File: src/rtl/moore_pulse_monitor.sv
// moore_pulse_monitor: checks a periodic one-cycle pulse stream for lock, early/late/wide pulses
module moore_pulse_monitor #(
  parameter int PERIOD = 4,
  parameter int LOCK_COUNT = 3,
  parameter int ERR_W = 8
) (
  input  logic             clk,
  input  logic             reset,
  input  logic             in,
  output logic             locked,
  output logic             err_pulse,
  output logic [ERR_W-1:0] err_count,
  output logic [1:0]       state_out
);
  localparam int GW = $clog2(PERIOD + 1);
  localparam int CW = $clog2(LOCK_COUNT + 1);
  localparam logic [GW-1:0] PER = GW'(PERIOD);
  localparam logic [CW-1:0] LCK = CW'(LOCK_COUNT);
  localparam logic [GW-1:0] ONE = GW'(1);
  typedef enum logic [1:0] {IDLE = 2'b00, TRACK = 2'b01, LOCKED = 2'b10, FAULT = 2'b11} state_t;
  state_t state, state_n;
  logic [GW-1:0] gap, gap_n;
  logic [CW-1:0] good, good_n;
  logic on_time, bad;
  always_comb begin
    on_time = in && gap == PER;
    bad = (in && gap < PER) || (!in && gap == PER);
    state_n = state;
    gap_n = gap;
    good_n = good;
    case (state)
      IDLE: begin
        state_n = in ? TRACK : IDLE;
        gap_n = in ? ONE : '0;
        good_n = '0;
      end
      TRACK: begin
        good_n = on_time ? good + 1'b1 : good;
        gap_n = on_time ? ONE : gap + 1'b1;
        state_n = bad ? FAULT : (on_time && good_n == LCK) ? LOCKED : TRACK;
      end
      LOCKED: begin
        gap_n = on_time ? ONE : gap + 1'b1;
        state_n = bad ? FAULT : LOCKED;
      end
      FAULT: begin
        state_n = in ? TRACK : IDLE;
        gap_n = in ? ONE : '0;
        good_n = '0;
      end
      default: begin
        state_n = IDLE;
        gap_n = '0;
        good_n = '0;
      end
    endcase
  end
  always_ff @(posedge clk) begin
    if (reset) begin
      state <= IDLE;
      gap <= '0;
      good <= '0;
      err_count <= '0;
    end else begin
      state <= state_n;
      gap <= gap_n;
      good <= good_n;
      if (state_n == FAULT && err_count != '1) err_count <= err_count + 1'b1;
    end
  end
  assign locked = state == LOCKED;
  assign err_pulse = state == FAULT;
  assign state_out = state;
endmodule

File: config.mk
export PLATFORM = sky130hd
export DESIGN_NAME = moore_pulse_monitor
export DESIGN_NICKNAME = d
export VERILOG_FILES = /design/src/rtl/moore_pulse_monitor.sv
export SDC_FILE = /design/constraint.sdc
export NUM_CORES = 1
export LEC_CHECK = 0
export ABC_AREA = 1
export CAP_MARGIN = 20
export CORE_MARGIN = 5
export CORE_UTILIZATION = 46
export DETAILED_ROUTE_END_ITERATION = 7
export PLACE_DENSITY = 0.77
export SYNTH_ARGS = -nofsm -noshare
export SYNTH_HDL_FRONTEND = slang
export SYNTH_SLANG_ARGS = --single-unit
File: constraint.sdc
create_clock -name clk -period 1.3 [get_ports clk]
set_input_delay 0.13 -clock clk [delete_from_list [all_inputs] [get_ports clk]]
set_output_delay 0.13 -clock clk [all_outputs]
set_load 0.005 [all_outputs]
# Word-level counts from Yosys, hierarchy flattened
# Cells that the tools add are included.
[word_totals]
ff_bits = 15
out_inout_bits = 12
wordCells = 36
[op_classes]
addsub = 3
n_lt_le_gt_ge = 1
n_eq_ne = 7
muxes = 10
reduce_logical = 11
[op_table]
columns = ["operator", "n"]
rows = [
  ["adder 8 x 1 -> 8 bit (second input constant)", 1],
  ["== test 2 bit (second input constant)", 4],
  ["inequality test 8 bit (second input constant)", 1],
  ["2-to-1 mux 2 bit", 3],
  ["case mux 2 bit (3 select lines)", 1],
  ["case mux 3 bit (2 select lines)", 1],
  ["logical AND 1 bit", 5],
  ["case mux 2 bit (2 select lines)", 1],
  ["OR reduction 2 bit", 2],
  ["adder 3 x 1 -> 3 bit (second input constant)", 1],
  ["== test 3 bit (second input constant)", 1],
  ["< comparator 3 bit (second input constant)", 1],
  ["2-to-1 mux 1 bit", 3],
  ["2-to-1 mux 3 bit", 1],
  ["adder 2 x 1 -> 2 bit (second input constant)", 1],
  ["== test 2 x 1 -> 1 bit (second input constant)", 1],
  ["zero test 2 bit", 1],
  ["nonzero test 2 bit", 1],
  ["zero test 1 bit", 1],
  ["logical OR 1 bit", 1],
]

# Logic depth before layout (Yosys ltp)
# Gate-level depths: netlist (run 1).
[logic_depth]
ltp_word = 10
mapped_depth = 12

# Least setup slack after synthesis (run 1)
# Ideal clock, no wire load.
[synth_timing]
kind = "register to register"
startpoint = "register state[0], in the netlist state_out[0]"
endpoint = "register err_count[0]"
setup_time_ns = 0.113
arrival_ns = 1.347
path_slack_ns = -0.160
path_stages_with_launch = 11
n_path_buf = 0
synth_period_minus_slack_ns = 1.460
cell_sequence = "dfxtp_1 > inv_1 > ha_1 > inv_1 > nand2_1 > nand2_1 > nand2_1 > nand2_4 > nand3_4 > nor2_1 > nor2_1"
[synth_via]
elab_chain_cells = 5
elab_cells_between_ends = 8
[synth_rtl]
columns = ["element", "line", "text"]
rows = [
  ["start: declaration", "21", "state_t state, state_n;"],
  ["start signal: assignment", "65", "state <= state_n;"],
  ["== test 2 bit / zero test 2 bit (equally long branches)", "31", "case (state)"],
  ["OR reduction 2 bit (no source line)", "-", ""],
  ["case mux 2 bit (3 select lines) (*)", "31", ""],
  ["== test 2 bit (*)", "68", "if (state_n == FAULT && err_count != '1) err_count <= err_count + 1'b1;"],
  ["logical AND 1 bit (*)", "68", ""],
  ["end signal: assignment", "68", ""],
  ["end: declaration", "12", "output logic [ERR_W-1:0] err_count,"],
]
# Every way passes the cells marked *; elsewhere a longest branch is shown, timed or not.
# A chain may end at the register's enable or synchronous reset.

# Final worst setup path (run 1)
[layout_timing]
startpoint = "register state[0], in the netlist state_out[0]"
endpoint = "register err_count[5]"
# The elaborated chain is that of the path after synthesis.

==> results of run 1 <==
## kinds of logic (layout without fill, tap and decap cells)
logic type,count (synthesis),count (layout),share of synthesized area
AOI/OAI and AO/OA,14,14,0.0797
xor gates and xnor gates,4,4,0.0385
adders and majority gates,8,8,0.110
buffers and inverters,20,64,0.0824
DFF,15,15,0.330
and+or+nand+nor,63,66,0.360
## cell type report
cell class | instances | area (sq um)
clock inverter | 1 | 5.00
timing repair buffer | 41 | 354
multi-input combinational | 92 | 836
clock buffer | 3 | 22.5
tap | 27 | 33.8
inverter | 19 | 78.8
sequential | 15 | 324
fill | 97 | 268
## routing by layer
metal,global-route usage,wire (um),part of all wire
met4,0.0705,161,0.043
met3,0.0245,213,0.056
met2,0.371,1880,0.50
met5,0,0,0
met1,0.270,1520,0.40
## cell usage after synthesis
cell type,count
sky130_fd_sc_hd__xnor2_1,2
sky130_fd_sc_hd__inv_1,19
sky130_fd_sc_hd__nand4_1,7
sky130_fd_sc_hd__nand3b_1,1
sky130_fd_sc_hd__nand4_2,1
sky130_fd_sc_hd__a21oi_1,10
sky130_fd_sc_hd__nor2_4,1
sky130_fd_sc_hd__ha_1,8
sky130_fd_sc_hd__o21ai_0,3
sky130_fd_sc_hd__nor3_1,2
sky130_fd_sc_hd__clkbuf_1,1
sky130_fd_sc_hd__nand3_1,3
sky130_fd_sc_hd__nand2_2,5
sky130_fd_sc_hd__or4_1,1
sky130_fd_sc_hd__nand3_4,1
sky130_fd_sc_hd__nor2_1,9
sky130_fd_sc_hd__nor2_2,1
sky130_fd_sc_hd__xor2_1,2
sky130_fd_sc_hd__dfxtp_1,15
sky130_fd_sc_hd__nand2_4,2
sky130_fd_sc_hd__o211ai_1,1
sky130_fd_sc_hd__nand2_1,29
## worst max-delay path by stage
stage / startpoint / endpoint / slack [ns] / cells after the start
2_1_floorplan: state_out[1]$_SDFF_PP0_ / err_count[0]$_SDFFE_PP0P_ / -0.03 / 10
3_3_place_gp: in / err_count[0]$_SDFFE_PP0P_ / -0.21 / 10
3_5_place_dp: in / err_count[0]$_SDFFE_PP0P_ / -0.26 / 10
4_1_cts: gap[1]$_SDFF_PP0_ / err_count[3]$_SDFFE_PP0P_ / -0.12 / 11
5_1_grt: state_out[0]$_SDFF_PP0_ / err_count[5]$_SDFFE_PP0P_ / -0.33 / 10
6_report: state_out[0]$_SDFF_PP0_ / err_count[5]$_SDFFE_PP0P_ / -0.32 / 10
## stage by stage
stage | std cells | worst slack [ns] | cell area (sq um)
2_1_floorplan | 124 | -0.0267 | 930
3_3_place_gp | 180 | -0.210 | 1220
3_5_place_dp | 180 | -0.263 | 1220
4_1_cts | 192 | -0.116 | 1430
5_1_grt | 198 | -0.333 | 1650
6_report | 198 | -0.321 | 1650
## power by group through the flow
stage          Combinational [mW]  Sequential, mW  Clock, mW
6_report                    0.604           0.503      0.293
3_5_place_dp                0.304           0.509          0
3_3_place_gp                0.294           0.508          0
5_1_grt                     0.632           0.504      0.308
2_1_floorplan               0.180           0.512          0
4_1_cts                     0.406           0.499      0.275
## tightest hold or removal path: cells and delay by family, from the launching register on
family	cells	cell delay, ns
DFF	1	0.33
and+or+nand+nor	2	0.15
## state kept, by name, summed over array words and instances (netlist names)
register	cells
err_count	8
gap	3
good	2
state_out	2
## repair_timing
action	in CTS	in global routing
hold endpoints to repair	0	0
gates cloned	3	0
setup buffers	5	6
gates resized for setup	49	44
pin swaps	18	26
setup endpoints to repair	22	17
==> impl_summary.txt, run 1 <==
----------------------------------------------------
[Status]
  Run status ... finished, violations left
  Failing checks ... negative setup slack

[Clock network]
  Buffer depth of the longest clock path ... 2
  Sinks on Clock Net ... 15
  Number of buffers added by the clock tree synthesis step ... 3
  Post-CTS Hold Buffers ... 0
  Number of levels in the clock H-tree ... 1
  Clock tree from TritonCTS ... built
  Clock-pin slew reported for the worst setup and hold paths after clock tree synthesis ... 0.11 ns
  Clock insertion delay at the later pin of the skew report ... 0.30 ns
  Buffer cell driving the clock tree root ... sky130_fd_sc_hd__clkbuf_4

[Synth]
  Synth top area share ... 0.330
  Post-synthesis cell type count ... 22
  Syn nets ... 135
  Cell taking the most area after synthesis ... sky130_fd_sc_hd__dfxtp_1
  Number of synthesized register bits ... 15
  Count of warnings emitted by yosys ... 0
  Post-Synthesis Cell Area ... 911 sq um
  Leading post-synthesis cells by cell area ... sky130_fd_sc_hd__dfxtp_1 33%, sky130_fd_sc_hd__nand2_1 12%, sky130_fd_sc_hd__ha_1 11%, sky130_fd_sc_hd__inv_1 7.8%, sky130_fd_sc_hd__a21oi_1 5.5%
  Proportion of synthesized chip area in sequential cells ... 0.330
  Gate count of the mapped netlist ... 124
  Average size of a mapped cell ... 7.35 sq um

[STA]
  Remaining max-slew budget at the tightest pin ... 0.788
  Setup TNS after final layout ... -1.96 ns
  Unrepaired setup endpoints after global routing ... yes
  Transition at the pin with the smallest max-transition slack ... 0.316 ns
  Setup violation total in the final timing report ... 14
  Fin Hold WS ... 0.513 ns
  Clock period minus final worst setup slack ... 1.62 ns
  Max-slew violation count ... 0
  Final worst path period share ... 1.25
  Post-route setup slack ... -0.321 ns
  Number of failing hold endpoints at the final stage ... 0
  Setup clock skew after layout ... 0.00645 ns
  Maximum clock frequency ... 0.617 GHz

[Drt]
  Routed Wire Length ... 3780 um
  Remaining design rule violation count ... 0
  Routed via count ... 1114
  Mean routed wirelength per cell ... 19.1 um
  First-pass iteration count of the detailed router ... 4
  DRC violation total after the first TritonRoute iteration ... 89
  Avg Vias per Cell ... 5.63
  Post-route antenna net violation count ... 0

[Min path]
  Hold depth ... 2
  Hold_sp ... good[1]$_SDFFE_PP0P_
  Capture endpoint of the worst hold path ... good[1]$_SDFFE_PP0P_
  Worst min-delay path category ... register to register

[Power and ir drop]
  Proportion of power drawn by combinational gates ... 0.431
  Net switching power of the design ... 0.539 mW
  Clock network power share ... 0.209
  Max VDD drop ... 694 uV
  Static leakage power ... 0.776 nW
  Cell-internal power ... 0.861 mW
  Total power of the final layout ... 1.40 mW
  Sequential fraction of design power ... 0.359
  Sw Ratio ... 0.385
  Total power per unit cell area ... 846 mW/mm^2

[Global route]
  Largest net degree at the start of global routing ... 10
  Global-route wire length before repair ... 4490 um
  Total GRT Usage ... 0.213
  Total congestion overflow ... 0
  Number of antenna violations at the first check in global routing ... 0
  Via count of the first global-routing pass ... 953

[Critical path]
  Critical path buffers and inverters ... 2
  Startpoint class of the critical path ... register
  Required time at the endpoint of the critical path ... 1.50 ns
  Category of the most critical setup path ... register to register
  RR Startpoint ... state_out[0]$_SDFF_PP0_
  Depth of the worst register-to-register path ... 10
  CP arrival ... 1.82 ns
  Critical path cell sequence ... inv_4 > ha_4 > inv_4 > nand2_4 > nand2_4 > nand2_8 > nand2_8 > nand3_4 > nand2_1 > a21oi_1
  Slowest library cell on the worst path ... sky130_fd_sc_hd__dfxtp_4
  Destination of the worst register-to-register timing path ... err_count[5]$_SDFFE_PP0P_
  Highest net fanout along the worst path ... 5
  Register-to-Register Setup Slack ... -0.32 ns
  Slowest cell delay on critical path ... 0.39 ns
  Crit path capture type ... register
  Crit-path leading delay family ... simple AND/OR/NAND/NOR gates

[Floorplan]
  Horizontal die dimension ... 54.5 um
  Area of the core ... 0.00192 sq mm
  I/O pins ... 15
  Die area ... 0.00297 sq mm
  Effective utilization at floorplan ... 0.474
  Row cnt ... 16
  Y dimension of the die ... 54.5 um

[Finish]
  Post-route core utilization ... 0.861
  Most frequent cells in the layout ... 24 x sky130_fd_sc_hd__buf_4, 17 x sky130_fd_sc_hd__nand2_1, 10 x sky130_fd_sc_hd__nand2_4, 10 x sky130_fd_sc_hd__inv_1
  Layout cells sized above 1 ... 0.567
  Number of diodes ... 0
  Area added between synthesis and finish ... 81.6%
  Number of nets in the final layout ... 183
  Most frequent standard cell in the layout excluding fill and tap cells ... sky130_fd_sc_hd__buf_4

[Placed design]
  DPL Wire Length ... 1600 um
  Number of input and output port buffers inserted ... 14
  Placer Congestion ... 0.875

[Run]
  Max Cap Viol ... 0

----------------------------------------------------
No activity file was read; power rests on OpenSTA's default activity.
==> run 2, diff against run 1 <==
--- a/config.mk
+++ b/config.mk
@@ -10,6 +10,7 @@
 export CORE_MARGIN = 5
 export CORE_UTILIZATION = 46
 export DETAILED_ROUTE_END_ITERATION = 7
+export GPL_ROUTABILITY_DRIVEN = 0
 export PLACE_DENSITY = 0.77
 export SYNTH_ARGS = -nofsm -noshare
 export SYNTH_HDL_FRONTEND = slang
==> results of run 2 <==
Same layout as run 1: the final DEF is identical, and so are final timing and power.
==> run 3, diff against run 2 <==
--- a/config.mk
+++ b/config.mk
@@ -11,7 +11,7 @@
 export CORE_UTILIZATION = 46
 export DETAILED_ROUTE_END_ITERATION = 7
 export GPL_ROUTABILITY_DRIVEN = 0
-export PLACE_DENSITY = 0.77
+export PLACE_DENSITY_LB_ADDON = 0.25
 export SYNTH_ARGS = -nofsm -noshare
 export SYNTH_HDL_FRONTEND = slang
 export SYNTH_SLANG_ARGS = --single-unit
==> impl_summary.txt, run 3 (synthesized netlist as in run 1, its figures left out) <==
----------------------------------------------------
[Drt]
  DRC violation total after the first TritonRoute iteration ... 74 (-17%)
  Routed via count ... 1055 (-5.3%)
  First-pass iteration count of the detailed router ... 4 (unchanged)
  Routed Wire Length ... 3110 um (-18%)
  Mean routed wirelength per cell ... 16.1 um (-16%)
  Avg Vias per Cell ... 5.47 (-2.8%)
  Remaining design rule violation count ... 0 (unchanged)
  Post-route antenna net violation count ... 0 (unchanged)

[Critical path]
  Slowest cell delay on critical path ... 0.38 ns (about the same)
  Required time at the endpoint of the critical path ... 1.53 ns (+0.03 ns)
  Startpoint class of the critical path ... register
  Critical path cell sequence ... inv_4 > ha_4 > inv_2 > nand2_2 > nand2_2 > nand2_4 > nand2_8 > nand3_4 > nand2_1 > a21oi_2
  CP arrival ... 1.71 ns (-0.11 ns)
  Register-to-Register Setup Slack ... -0.18 ns (+0.14 ns)
  Category of the most critical setup path ... register to register
  Critical path buffers and inverters ... 2 (unchanged)
  Crit-path leading delay family ... simple AND/OR/NAND/NOR gates
  Library cell appearing most often on the critical path ... sky130_fd_sc_hd__nand2_2
  Highest net fanout along the worst path ... 5 (unchanged)
  Slowest library cell on the worst path ... sky130_fd_sc_hd__dfxtp_4
  Crit path capture type ... register

[Finish]
  Flip-flop count of the largest register, all copies and words added ... 8 (unchanged)
  Final standard cell area without fillers ... 0.00153 sq mm (-7.5%)
  Most frequent cells in the layout ... 21 x sky130_fd_sc_hd__buf_4, 17 x sky130_fd_sc_hd__nand2_1, 13 x sky130_fd_sc_hd__inv_1
  Number of nets in the final layout ... 178 (-2.7%)
  Layout cells sized above 1 ... 0.536 (-0.0311)
  Area added between synthesis and finish ... 68.0%
  Most frequent standard cell in the layout excluding fill and tap cells ... sky130_fd_sc_hd__buf_4
  Post-route core utilization ... 0.796 (-0.0645)
  Largest registers ... err_count (8), gap (3)
  Top register by number of flip-flops ... err_count
  Non-filler instance count after layout ... 193 (-2.5%)
  Number of diodes ... 0 (unchanged)

[Floorplan]
  Horizontal die dimension ... 54.5 um (unchanged)
  Area of the core ... 0.00192 sq mm (unchanged)
  Effective utilization at floorplan ... 0.474 (unchanged)
  Die area ... 0.00297 sq mm (unchanged)
  Row cnt ... 16 (unchanged)
  Y dimension of the die ... 54.5 um (unchanged)
  I/O pins ... 15 (unchanged)

[Clock network]
  Clock-pin slew reported for the worst setup and hold paths after clock tree synthesis ... 0.09 ns (-0.02 ns)
  Post-CTS Hold Buffers ... 0 (unchanged)
  Sinks on Clock Net ... 15 (unchanged)
  Number of buffers added by the clock tree synthesis step ... 3 (unchanged)
  Clock insertion delay at the later pin of the skew report ... 0.29 ns (about the same)
  Buffer depth of the longest clock path ... 2 (unchanged)
  Clock tree from TritonCTS ... built
  Buffer cell driving the clock tree root ... sky130_fd_sc_hd__clkbuf_4
  Number of levels in the clock H-tree ... 1 (unchanged)

[STA]
  Number of failing hold endpoints at the final stage ... 0 (unchanged)
  Final worst path period share ... 1.14 (-0.107)
  Max-slew violation count ... 0 (unchanged)
  Clock period minus final worst setup slack ... 1.48 ns (-0.139 ns)
  Maximum clock frequency ... 0.675 GHz (+9.4%)
  Setup violation total in the final timing report ... 12 (-2)
  Remaining max-slew budget at the tightest pin ... 0.809 (+0.0202)
  Setup clock skew after layout ... 0.00244 ns (-0.00401 ns)
  Post-route setup slack ... -0.182 ns (+0.139 ns)
  Fin Hold WS ... 0.499 ns (-0.0143 ns)
  Transition at the pin with the smallest max-transition slack ... 0.286 ns (-0.0304 ns)
  Unrepaired setup endpoints after global routing ... yes

[Status]
  Failing checks ... negative setup slack
  Run status ... finished, violations left

[Global route]
  Number of antenna violations at the first check in global routing ... 0 (unchanged)
  Total congestion overflow ... 0 (unchanged)
  Global-route wire length before repair ... 4300 um (-4.2%)
  Total GRT Usage ... 0.205 (-0.00758)
  Largest net degree at the start of global routing ... 10 (unchanged)
  Via count of the first global-routing pass ... 989 (+3.8%)

[Placed design]
  Instance area at placement ... 0.00121 sq mm (-0.62%)
  DPL Wire Length ... 1610 um (+0.39%)
  Instance count after placement with tap cells included ... 179 (-0.56%)
  Number of input and output port buffers inserted ... 14 (unchanged)

[Power and ir drop]
  Total power per unit cell area ... 836 mW/mm^2 (-1.3%)
  Static leakage power ... 0.746 nW (-3.9%)
  Max VDD drop ... 576 uV (-17%)

[Run]
  Max Cap Viol ... 0 (unchanged)

[Min path]
  Worst min-delay path category ... register to register

----------------------------------------------------
run 3: area by class of cell:
class / instances / area (sq um)
Timing Repair Buffer: 36 / 298
Clock buffer: 4 / 26.3
Fill cell: 126 / 392
Inverter: 19 / 76.3
Multi-Input combinational cell: 92 / 772
Sequential cell: 15 / 324
Tap cell: 27 / 33.8
run 3: metal layers:
layer | global-route usage | share of wire | vias to the layer above
met2 | 0.355 | 0.50 | 66
met3 | 0.0409 | 0.069 | 12
li1 | - | - | 494
met4 | 0.0705 | 0.027 | 0
met5 | 0 | 0 | -
met1 | 0.252 | 0.41 | 483
run 3: path summary, 6_finish.rpt:
kind	to	startpoint	cells past startpoint
worst max-delay path	err_count[6]$_SDFFE_PP0P_	state_out[0]$_SDFF_PP0_	10
worst min-delay path	good[1]$_SDFFE_PP0P_	good[1]$_SDFFE_PP0P_	2
worst max register to register	err_count[6]$_SDFFE_PP0P_	state_out[0]$_SDFF_PP0_	10
worst min register to register	good[1]$_SDFFE_PP0P_	good[1]$_SDFFE_PP0P_	2
run 3: what timing repair did:
action | 4_1_cts | 5_1_grt
pin swaps | 11 | 12
buffers inserted | 7 | 0
resized for setup | 50 | 28
endpoints found under the setup margin | 22 | 18
endpoints found under the hold margin | 0 | 0
cloned | 3 | 0
run 3: through the flow:
step	TNS [ns]	power (mW)	worst slack (ns)
finish	-1.34	1.28	-0.182
CTS	-0.838	1.18	-0.121
detailed placement	-2.43	0.802	-0.255
global route	-2.28	1.34	-0.253
global placement	-2.10	0.792	-0.228
floorplan	-0.146	0.691	-0.0267
run 3: worst min-delay path, stage by stage, from the launching register on:
cell and delay [ns]:
sky130_fd_sc_hd__dfxtp_1 0.32, sky130_fd_sc_hd__nor2_1 0.09, sky130_fd_sc_hd__nor3_1 0.05
run 3: power by group:
group	internal, mW	total, mW	switching, mW
clock	0.120	0.284	0.164
sequential	0.480	0.502	0.0221
combinational	0.210	0.493	0.283
